==> src/rtl/x65_pkg.sv <==
// Shared definitions for the x65 CPU clocking slice: phaser state encodings and
// default PHI2 phase lengths.
package x65_pkg;

  typedef enum logic [1:0] {
    ST_LOW     = 2'd0,
    ST_HIGH    = 2'd1,
    ST_STRETCH = 2'd2,
    ST_STOPPED = 2'd3
  } phaser_state_t;

  localparam int unsigned PHI_LOW_CYC_DEF  = 3;
  localparam int unsigned PHI_HIGH_CYC_DEF = 3;
  localparam int unsigned STRETCH_CYC_DEF  = 6;

  function automatic int unsigned max3(input int unsigned a, input int unsigned b,
                                       input int unsigned c);
    int unsigned m;
    m = (a > b) ? a : b;
    return (m > c) ? m : c;
  endfunction

endpackage

==> src/rtl/cpu_phaser_if.sv <==
// CPU phase/strobe bundle between cpu_phaser (master) and the bus controller (slave).
interface cpu_phaser_if #(
  parameter int unsigned CYC_CNT_W = 24
) ();
  logic                 run_cpu;
  logic                 stretch_req;
  logic                 cpu_phi2_o;
  logic                 setup_cs;
  logic                 release_cs;
  logic                 stopped_cpu;
  logic                 stretching_o;
  logic [CYC_CNT_W-1:0] cpu_cycles_o;

  modport master (
    input  run_cpu, stretch_req,
    output cpu_phi2_o, setup_cs, release_cs, stopped_cpu, stretching_o, cpu_cycles_o
  );

  modport slave (
    output run_cpu, stretch_req,
    input  cpu_phi2_o, setup_cs, release_cs, stopped_cpu, stretching_o, cpu_cycles_o
  );
endinterface

==> src/rtl/cpu_phaser.sv <==
// CPU PHI2 generator with setup/release bus strobes and clean stop/restart.
// Optional PHI2-high stretching is built only when PHASER_STRETCH_EN is defined.
module cpu_phaser
  import x65_pkg::*;
#(
  parameter int unsigned PHI_LOW_CYC  = PHI_LOW_CYC_DEF,
  parameter int unsigned PHI_HIGH_CYC = PHI_HIGH_CYC_DEF,
  parameter int unsigned STRETCH_CYC  = STRETCH_CYC_DEF,
  parameter int unsigned CYC_CNT_W    = 24
) (
  input  logic         clk6x,
  input  logic         resetn,
  cpu_phaser_if.master bus
);

  localparam int unsigned PH_MAX = max3(PHI_LOW_CYC, PHI_HIGH_CYC, STRETCH_CYC);
  localparam int unsigned PH_W   = $clog2(PH_MAX);

  phaser_state_t        state_q, state_d;
  logic [PH_W-1:0]      cnt_q, cnt_d;
  logic                 phi2_q, phi2_d;
  logic                 setup_q, setup_d;
  logic                 release_q, release_d;
  logic                 stopped_q, stopped_d;
  logic                 stretching_q, stretching_d;
  logic [CYC_CNT_W-1:0] cyc_q, cyc_d;
`ifdef PHASER_STRETCH_EN
  logic                 lat_q, lat_d;
`else
  logic                 unused_stretch_req;
  assign unused_stretch_req = bus.stretch_req;
`endif

  always_ff @(posedge clk6x or negedge resetn) begin
    if (!resetn) begin
      state_q      <= ST_LOW;
      cnt_q        <= PH_W'(PHI_LOW_CYC - 1);
      phi2_q       <= 1'b0;
      setup_q      <= 1'b0;
      release_q    <= 1'b0;
      stopped_q    <= 1'b0;
      stretching_q <= 1'b0;
      cyc_q        <= '0;
`ifdef PHASER_STRETCH_EN
      lat_q        <= 1'b0;
`endif
    end else begin
      state_q      <= state_d;
      cnt_q        <= cnt_d;
      phi2_q       <= phi2_d;
      setup_q      <= setup_d;
      release_q    <= release_d;
      stopped_q    <= stopped_d;
      stretching_q <= stretching_d;
      cyc_q        <= cyc_d;
`ifdef PHASER_STRETCH_EN
      lat_q        <= lat_d;
`endif
    end
  end

  // Outputs are registered from next-state values so every strobe lines up
  // exactly with the PHI2 phase it belongs to.
  always_comb begin
    state_d      = state_q;
    cnt_d        = cnt_q - PH_W'(1);
    phi2_d       = 1'b0;
    setup_d      = 1'b0;
    release_d    = 1'b0;
    stopped_d    = 1'b0;
    stretching_d = 1'b0;
    cyc_d        = cyc_q;
`ifdef PHASER_STRETCH_EN
    lat_d        = lat_q;
`endif
    case (state_q)
      ST_LOW: begin
        if (cnt_q == '0) begin
          if (bus.run_cpu) begin
            state_d = ST_HIGH;
            cnt_d   = PH_W'(PHI_HIGH_CYC - 1);
            phi2_d  = 1'b1;
            setup_d = 1'b1;
          end else begin
            state_d   = ST_STOPPED;
            cnt_d     = cnt_q;
            stopped_d = 1'b1;
          end
        end
      end

      ST_HIGH: begin
        phi2_d = 1'b1;
        if (cnt_q != '0) begin
`ifdef PHASER_STRETCH_EN
          lat_d     = lat_q | bus.stretch_req;
          release_d = (cnt_q == PH_W'(1)) && !lat_d;
`else
          release_d = (cnt_q == PH_W'(1));
`endif
        end else begin
`ifdef PHASER_STRETCH_EN
          lat_d = 1'b0;
          if (lat_q) begin
            state_d      = ST_STRETCH;
            cnt_d        = PH_W'(STRETCH_CYC - 1);
            stretching_d = 1'b1;
            release_d    = (STRETCH_CYC == 1);
          end else
`endif
          begin
            state_d = ST_LOW;
            cnt_d   = PH_W'(PHI_LOW_CYC - 1);
            phi2_d  = 1'b0;
            cyc_d   = cyc_q + CYC_CNT_W'(1);
          end
        end
      end

`ifdef PHASER_STRETCH_EN
      ST_STRETCH: begin
        phi2_d       = 1'b1;
        stretching_d = 1'b1;
        if (cnt_q != '0) begin
          release_d = (cnt_q == PH_W'(1));
        end else begin
          state_d      = ST_LOW;
          cnt_d        = PH_W'(PHI_LOW_CYC - 1);
          phi2_d       = 1'b0;
          stretching_d = 1'b0;
          cyc_d        = cyc_q + CYC_CNT_W'(1);
        end
      end
`endif

      ST_STOPPED: begin
        cnt_d     = cnt_q;
        stopped_d = 1'b1;
        // The low phase before parking already met PHI_LOW_CYC, so restart goes straight high.
        if (bus.run_cpu) begin
          state_d   = ST_HIGH;
          cnt_d     = PH_W'(PHI_HIGH_CYC - 1);
          phi2_d    = 1'b1;
          setup_d   = 1'b1;
          stopped_d = 1'b0;
        end
      end

      default: begin
        state_d = ST_LOW;
        cnt_d   = PH_W'(PHI_LOW_CYC - 1);
      end
    endcase
  end

  assign bus.cpu_phi2_o   = phi2_q;
  assign bus.setup_cs     = setup_q;
  assign bus.release_cs   = release_q;
  assign bus.stopped_cpu  = stopped_q;
  assign bus.stretching_o = stretching_q;
  assign bus.cpu_cycles_o = cyc_q;

endmodule

==> src/flat_wrapper.sv <==
// flat-port wrapper written by rule: the top's interface ports become plain ports
module cpu_phaser_flat import x65_pkg::*;
#(
  parameter int unsigned PHI_LOW_CYC  = PHI_LOW_CYC_DEF,
  parameter int unsigned PHI_HIGH_CYC = PHI_HIGH_CYC_DEF,
  parameter int unsigned STRETCH_CYC  = STRETCH_CYC_DEF,
  parameter int unsigned CYC_CNT_W    = 24
)
  (clk6x, resetn, bus_run_cpu, bus_stretch_req, bus_cpu_phi2_o, bus_setup_cs, bus_release_cs, bus_stopped_cpu, bus_stretching_o, bus_cpu_cycles_o);
  cpu_phaser_if #(.CYC_CNT_W(CYC_CNT_W)) bus_i ();
  input  logic clk6x;
  input  logic resetn;
  input wire logic [$bits(bus_i.run_cpu)-1:0] bus_run_cpu;
  input wire logic [$bits(bus_i.stretch_req)-1:0] bus_stretch_req;
  output wire logic [$bits(bus_i.cpu_phi2_o)-1:0] bus_cpu_phi2_o;
  output wire logic [$bits(bus_i.setup_cs)-1:0] bus_setup_cs;
  output wire logic [$bits(bus_i.release_cs)-1:0] bus_release_cs;
  output wire logic [$bits(bus_i.stopped_cpu)-1:0] bus_stopped_cpu;
  output wire logic [$bits(bus_i.stretching_o)-1:0] bus_stretching_o;
  output wire logic [$bits(bus_i.cpu_cycles_o)-1:0] bus_cpu_cycles_o;
  assign bus_i.run_cpu = bus_run_cpu;
  assign bus_i.stretch_req = bus_stretch_req;
  assign bus_cpu_phi2_o = bus_i.cpu_phi2_o;
  assign bus_setup_cs = bus_i.setup_cs;
  assign bus_release_cs = bus_i.release_cs;
  assign bus_stopped_cpu = bus_i.stopped_cpu;
  assign bus_stretching_o = bus_i.stretching_o;
  assign bus_cpu_cycles_o = bus_i.cpu_cycles_o;
  cpu_phaser #(.PHI_LOW_CYC(PHI_LOW_CYC), .PHI_HIGH_CYC(PHI_HIGH_CYC), .STRETCH_CYC(STRETCH_CYC), .CYC_CNT_W(CYC_CNT_W)) u_core (.clk6x(clk6x), .resetn(resetn), .bus(bus_i));
endmodule
==> config.mk <==
export PLATFORM = sky130hd
export DESIGN_NAME = cpu_phaser_flat
export DESIGN_NICKNAME = d
export VERILOG_FILES = /design/src/rtl/x65_pkg.sv /design/src/rtl/cpu_phaser_if.sv /design/src/rtl/cpu_phaser.sv /design/src/flat_wrapper.sv
export SDC_FILE = /design/constraint.sdc
export NUM_CORES = 1
export LEC_CHECK = 0
export ABC_AREA = 0
export CORE_AREA = 5 5 64 78
export DETAILED_ROUTE_END_ITERATION = 6
export DIE_AREA = 0 0 69 83
export GPL_TIMING_DRIVEN = 0
export MAX_ROUTING_LAYER = met4
export PLACE_DENSITY = 0.7
export SETUP_SLACK_MARGIN = 0.15
export SLEW_MARGIN = 40
export SYNTH_ARGS = -nofsm -noshare
export SYNTH_HDL_FRONTEND = slang
export SYNTH_SLANG_ARGS = --single-unit
==> constraint.sdc <==
create_clock -name clk6x -period 1.93 [get_ports clk6x]
set_clock_uncertainty 0.15 [all_clocks]
set_input_delay 0.386 -clock clk6x [delete_from_list [all_inputs] [get_ports clk6x]]
set_output_delay 0.386 -clock clk6x [all_outputs]
set_load 0.05 [all_outputs]
### Yosys cells after proc, flatten, opt, wreduce, memory -nomap -nowiden

Index checks and enable logic that the tools add are counted.

| word-level totals | value |
|---|---|
| memories kept | 0 |
| bits of input ports | 4 |
| output and inout port bits | 29 |
| memory bits (read-only) | 0 |
| bits in latches | 0 |
| memory bits (writable) | 0 |
| flip-flop bits (word level) | 33 |

| operators by class | value |
|---|---|
| divide/modulo/power cells | 0 |
| multipliers | 0 |
| shifts and indexed selects | 0 |
| reductions and logical operators | 5 |
| $add $sub $neg | 2 |
| equality and inequality tests | 6 |
| mux-type cells | 19 |
| order comparisons | 0 |
| bitwise gates (word level) | 1 |

Operators with widths:

| cell | number |
|---|---|
| adder 24 x 1 -> 24 bit (second input constant) | 1 |
| 2-to-1 mux 3 bit | 3 |
| one-hot mux 3 bit (3 select lines) | 1 |
| 2-to-1 mux 2 bit | 4 |
| 2-to-1 mux 1 bit | 7 |
| one-hot mux 2 bit (3 select lines) | 1 |
| inequality test 2 bit (second input constant) | 2 |
| one-hot mux 1 bit (2 select lines) | 2 |
| equality test 3 x 1 -> 1 bit (second input constant) | 1 |
| logical NOT 3 bit | 1 |
| one-hot mux 1 bit (3 select lines) | 1 |
| AND reduction 3 bit | 1 |
| nonzero test 3 bit | 1 |
| subtractor 3 x 1 -> 3 bit (second input constant) | 1 |
| equality test 2 x 1 -> 1 bit (second input constant) | 1 |
| equality test 2 bit (second input constant) | 1 |
| logical NOT 2 bit | 1 |
| inequality test 2 x 1 -> 1 bit (second input constant) | 1 |
| AND reduction 2 bit | 1 |
| inverter 1 bit | 1 |

### Logic depth before layout (Yosys ltp)

| depth | value |
|---|---|
| depth in word-level cells | 3 |
| gate-level depth with buffers | 6 |
| mapped depth without buffers | 6 |

### Least setup slack after synthesis

No wires, ideal clock.

| timing | value |
|---|---|
| path type | flip-flop to flip-flop |
| start point | reg u_core.cyc_q[2], in the netlist u_core.bus.cpu_cycles_o[2] |
| end point | reg u_core.cyc_q[19], in the netlist u_core.bus.cpu_cycles_o[19] |
| clock period less this slack | 2002 ps |
| data required time | 1638 ps |
| slack | -72 ps |
| arrival | 1711 ps |
| setup time | 142 ps |
| cell stages (with the launch flop) | 5 |
| path through | dfrtp_1 > nand3_1 > nor4_4 > nand4_1 > xnor2_1 |

| on the way | value |
|---|---|
| word-level cells in the longest chain between the ends | 1 |

Ends and longest elaborated chain:

| item | line | RTL |
|---|---|---|
| from (decl) | cpu_phaser.sv:26 | `logic [CYC_CNT_W-1:0] cyc_q, cyc_d;` |
| from (signal assigned) | cpu_phaser.sv:55 | `cyc_q <= cyc_d;` |
| adder 24 x 1 -> 24 bit | cpu_phaser.sv:115 | `cyc_d = cyc_q + CYC_CNT_W'(1);` |

Every way passes these cells.
A chain may end at the register's enable or synchronous reset.

### Worst setup path in the final report

| timing | value |
|---|---|
| start point | reg u_core.cyc_q[22], in the netlist u_core.bus.cpu_cycles_o[22] |
| end point | out bus_cpu_cycles_o[22] |

RTL lines:

| item | line | RTL |
|---|---|---|
| to (decl) | flat_wrapper.sv:20 | `output wire logic [$bits(bus_i.cpu_cycles_o)-1:0] bus_cpu_cycles_o;` |

No word-level cell between the ends.

==> summary.md <==
| Metric | Value |
|---|---|
| NetSw | `1.16 mW` |
| Kind of critical path | `flop to output port` |
| Internal power | `1.62 mW` |
| Final nets | `204` |
| Required @ worst endpoint | `1.39 ns` |
| Mux contribution to synthesized area | `0.00705` |
| Number of antenna violations at the first check in global routing | `0` |
| CTS Buffer Depth | `2` |
| Setup violators final | `0` |
| Cell area power density | `1270 nW/um^2` |
| Worst stage delay on the critical path | `0.54 ns` |
| Clock power share | `0.176` |
| First-pass GRT wire length | `6070 um` |
| Fin crit share | `0.902` |
| Share of layout cells above drive strength 1 | `0.311` |
| RSZ-0062 raised after global routing | `true` |
| Final design area excluding fillers | `roughly 2200 um^2` |
| Endpoint, Worst Hold | `u_core.bus.cpu_cycles_o[23]` |
| GRT Overall Usage | `0.134` |
| CTS root buf | `clkbuf_8` |
| CP startpoint kind | `flop` |
| Post-Synth XOR/XNOR Area | `0.126` |
| Worst Setup Slack, final | `between 0.15 and 0.2 ns` |
| Vias in the first global route | `roughly 1300` |
| Placed cell area | `2030 um^2` |
| Post-Place Cells | `229` |
| Synth area leader | `dfrtp_1` |
| Post-synthesis compound-gate area fraction | `0.0415` |
| Clk slew on worst S/H paths | `0.06 ns` |
| Netlist area before placement | `1600 um^2` |
| FF-to-FF setup slack | `approximately 0.21 ns` |
| Setup WS pre-CTS | `-0.114 ns` |
| Via count | `1213` |
| Post-Synth Adder-Cell Area | `0.0627` |
| Cells after synthesis | `142` |
| Crit path buf inv count | `1` |
| Yosys warns | `0` |
| Syn_nets | `154` |
| CTS tree | `yes` |
| Max-cap violations | `0` |
| Die Area | `5730 um^2` |
| WP data arrival | `1.20 ns` |
| Post-layout min period | `1.74 ns` |
| Comb pwr share | `0.478` |
| Outcome | `completed` |
| Leak | `around 1.1 nW` |
| Starting Density | `0.383` |
| Max VDD drop | `0.738 mV` |
| Row count | `26` |
| First-pass DRT Iterations | `4` |
| Hold Crit Start | `u_core.bus.cpu_cycles_o[23]` |
| N_diodes | `0` |
| Clk_lat worst skew | `0.28 ns` |
| Rel. slew slack | `0.662` |
| GRT overflow | `0` |
| Hpwl dp | `roughly 2500 um` |
| Worst setup EP type | `output port` |
| Die Height | `around 83 um` |
| Worst path top cell family by delay | `buffers and inverters` |
| Register share of total power | `0.346` |
| Slew Limit Fails | `0` |
| Largest family of logic cells by synthesized area | `simple AND/OR/NAND/NOR gates` |
| Seq/Total Area, Yosys | `0.518` |
| Setup_tns | `0 ns` |
| Non-filler cells, final | `249` |
| Synthesized-area fraction occupied by and/or/nand/nor cells | `0.223` |
| Hold Path Class | `flop to flop` |
| Area growth syn-to-layout | `37.7%` |
| Wire per inst | `13.8 um` |
| DR iter-0 viols | `50` |
| Clock sink count | `33` |
| Residual DRC | `0` |
| Worst Path Max Fanout | `3` |
| Max Clock Freq | `between 500 and 600 MHz` |
| Total power | `2.78 mW` |
| IO Pins | `33` |
| Total Routed Length | `3430 um` |
| Avg Inst Size Synth | `11.2 um^2` |
| Yosys reg bits | `33` |
| Worst-Margin Slew | `a little over 0.5 ns` |
| I/O Buffers | `30` |
| Yosys top cell area share | `0.502` |
| Synth top area cells | `dfrtp_1 50%, xnor2_1 9.3%, ha_1 6.3%, nand3_1 3.4%, xor2_1 3.3%` |
| Synth cell types | `32` |
| H-tree depth | `2` |
| Core ar. | `roughly 4200 um^2` |
| CP max stage cell | `dlygate4sd2_1` |
| Sw Share | `0.416` |
| Worst Hold Depth | `1` |
| Final hold violation count | `0` |
| Die W | `69 um` |
| Hold WS | `0.326 ns` |
| Largest net degree at the start of global routing | `23` |
| Critical-path cell list | `dlygate4sd2_1` |
| Reg2reg path depth | `6` |
| Critical R2R Capture | `u_core.cnt_q[1]` |
| Num CTS Buffers | `5` |
| R2R Path Start | `u_core.cnt_q[1]` |
| Vias per inst | `4.87` |
| ANT nets after route | `0` |
| Placer Congestion | `0.767` |
| Fin util | `0.528` |
==> cells in the mapped netlist (all sizes together) <==
master   instances
a31oi            1
nand4b           1
xor2             6
nand3b           1
and3             5
o21ai            2
and2             1
dfstp            1
clkbuf           1
nand3           11
nor2             8
mux2             1
ha               8
xnor2           17
a21oi            7
dfrtp           32
nor3b            2
nand2            9
or3              1
inv              4
buf              2
conb             1
nor4bb           1
nor2b            2
nand2b           4
nand4            3
nor3             4
o22ai            1
and4             2
a2bb2oi          1
nor4             2
==> metal layers <==
layer	routed length [um]	part of all wire	global-route usage	up-vias
li1	-	-	-	586
met5	0	0	-	-
met4	50	0.015	0.0551	0
met1	1340	0.39	0.131	591
met3	147	0.043	0.0459	6
met2	1900	0.55	0.240	30
==> registers in the layout (all words and copies together) (netlist names) <==
register and count:
u_core.bus.stopped_cpu 1, u_core.state_q 2, u_core.cnt_q 3, u_core.bus.setup_cs 1
u_core.bus.cpu_cycles_o 24, u_core.bus.release_cs 1, u_core.bus.cpu_phi2_o 1
==> layout by cell type (no fill, tap or decap), types with 2 or more instances in the layout <==
master           synthesis  final
dfrtp_2                  0     16
nor4_4                   2      2
clkbuf_8                 0      5
nand2b_1                 4      4
clkbuf_2                 0      6
xor2_1                   6      6
nand2_1                  9      8
nor3_1                   4      3
dlygate4sd2_1            0     11
and4_1                   2      2
buf_2                    1      2
nand4_1                  3      3
buf_4                    1     11
inv_2                    0      3
nor2_1                   8      8
nand3_1                 11     11
clkdlybuf4s15_1          0     11
ha_1                     8      5
ha_4                     0      2
xnor2_1                 17     17
nor3b_1                  2      2
a21oi_1                  7      6
dfrtp_1                 32     16
and3_1                   5      5
clkinv_2                 0      2
==> how the worst max path moves through the flow <==
stage / from / to / slack [ns] / cells past startpoint
4_1_cts: u_core.bus.cpu_cycles_o[17] / bus_cpu_cycles_o[17] / 0.12 / 1
6_report: u_core.bus.cpu_cycles_o[22] / bus_cpu_cycles_o[22] / 0.19 / 1
3_5_place_dp: u_core.cnt_q[0] / u_core.bus.cpu_cycles_o[23] / -0.11 / 6
5_1_grt: u_core.cnt_q[1] / u_core.bus.cpu_cycles_o[19] / 0.12 / 7
3_3_place_gp: resetn / u_core.bus.cpu_cycles_o[1] / -0.40 / 1
2_1_floorplan: u_core.bus.cpu_cycles_o[2] / u_core.bus.cpu_cycles_o[19] / 0.11 / 4
==> cell families after synthesis <==
kind of cell,Yosys count
AO/OA/AOI/OAI,12
XOR/XNOR,23
adder cells (fa/ha/maj),8
buffers and inverters,7
flip-flops,33
multiplexers,1
other,1
AND/OR/NAND/NOR,57
==> cell type report <==
class	instances	area (um^2)
Clock buffer	6	72.6
Clock inverter	2	10.0
Fill cell	400	1970
Sequential cell	33	847
Timing Repair Buffer	43	382
Inverter	4	15.0
Multi-Input combinational cell	102	785
Buffer	3	17.5
Tap cell	56	70.1
==> power by group through the flow <==
stage / Clock, mW / Sequential [mW] / Combinational (mW)
after floorplan: 0 / 1.22 / 0.598
after global placement: 0 / 0.973 / 1.13
after detailed placement: 0 / 0.980 / 1.19
after CTS: 0.514 / 0.963 / 1.29
after global routing: 0.554 / 0.984 / 1.46
final: 0.491 / 0.963 / 1.33
==> repair_timing <==
item | in CTS | in global routing
hold endpoints to repair | 11 | 0
gates resized for setup | 38 | 25
pin swaps | 4 | 2
hold buffers | 1 | 0
buffers inserted | 9 | 2
setup endpoints to repair | 52 | 39
Power figures use the tool's default switching activity.
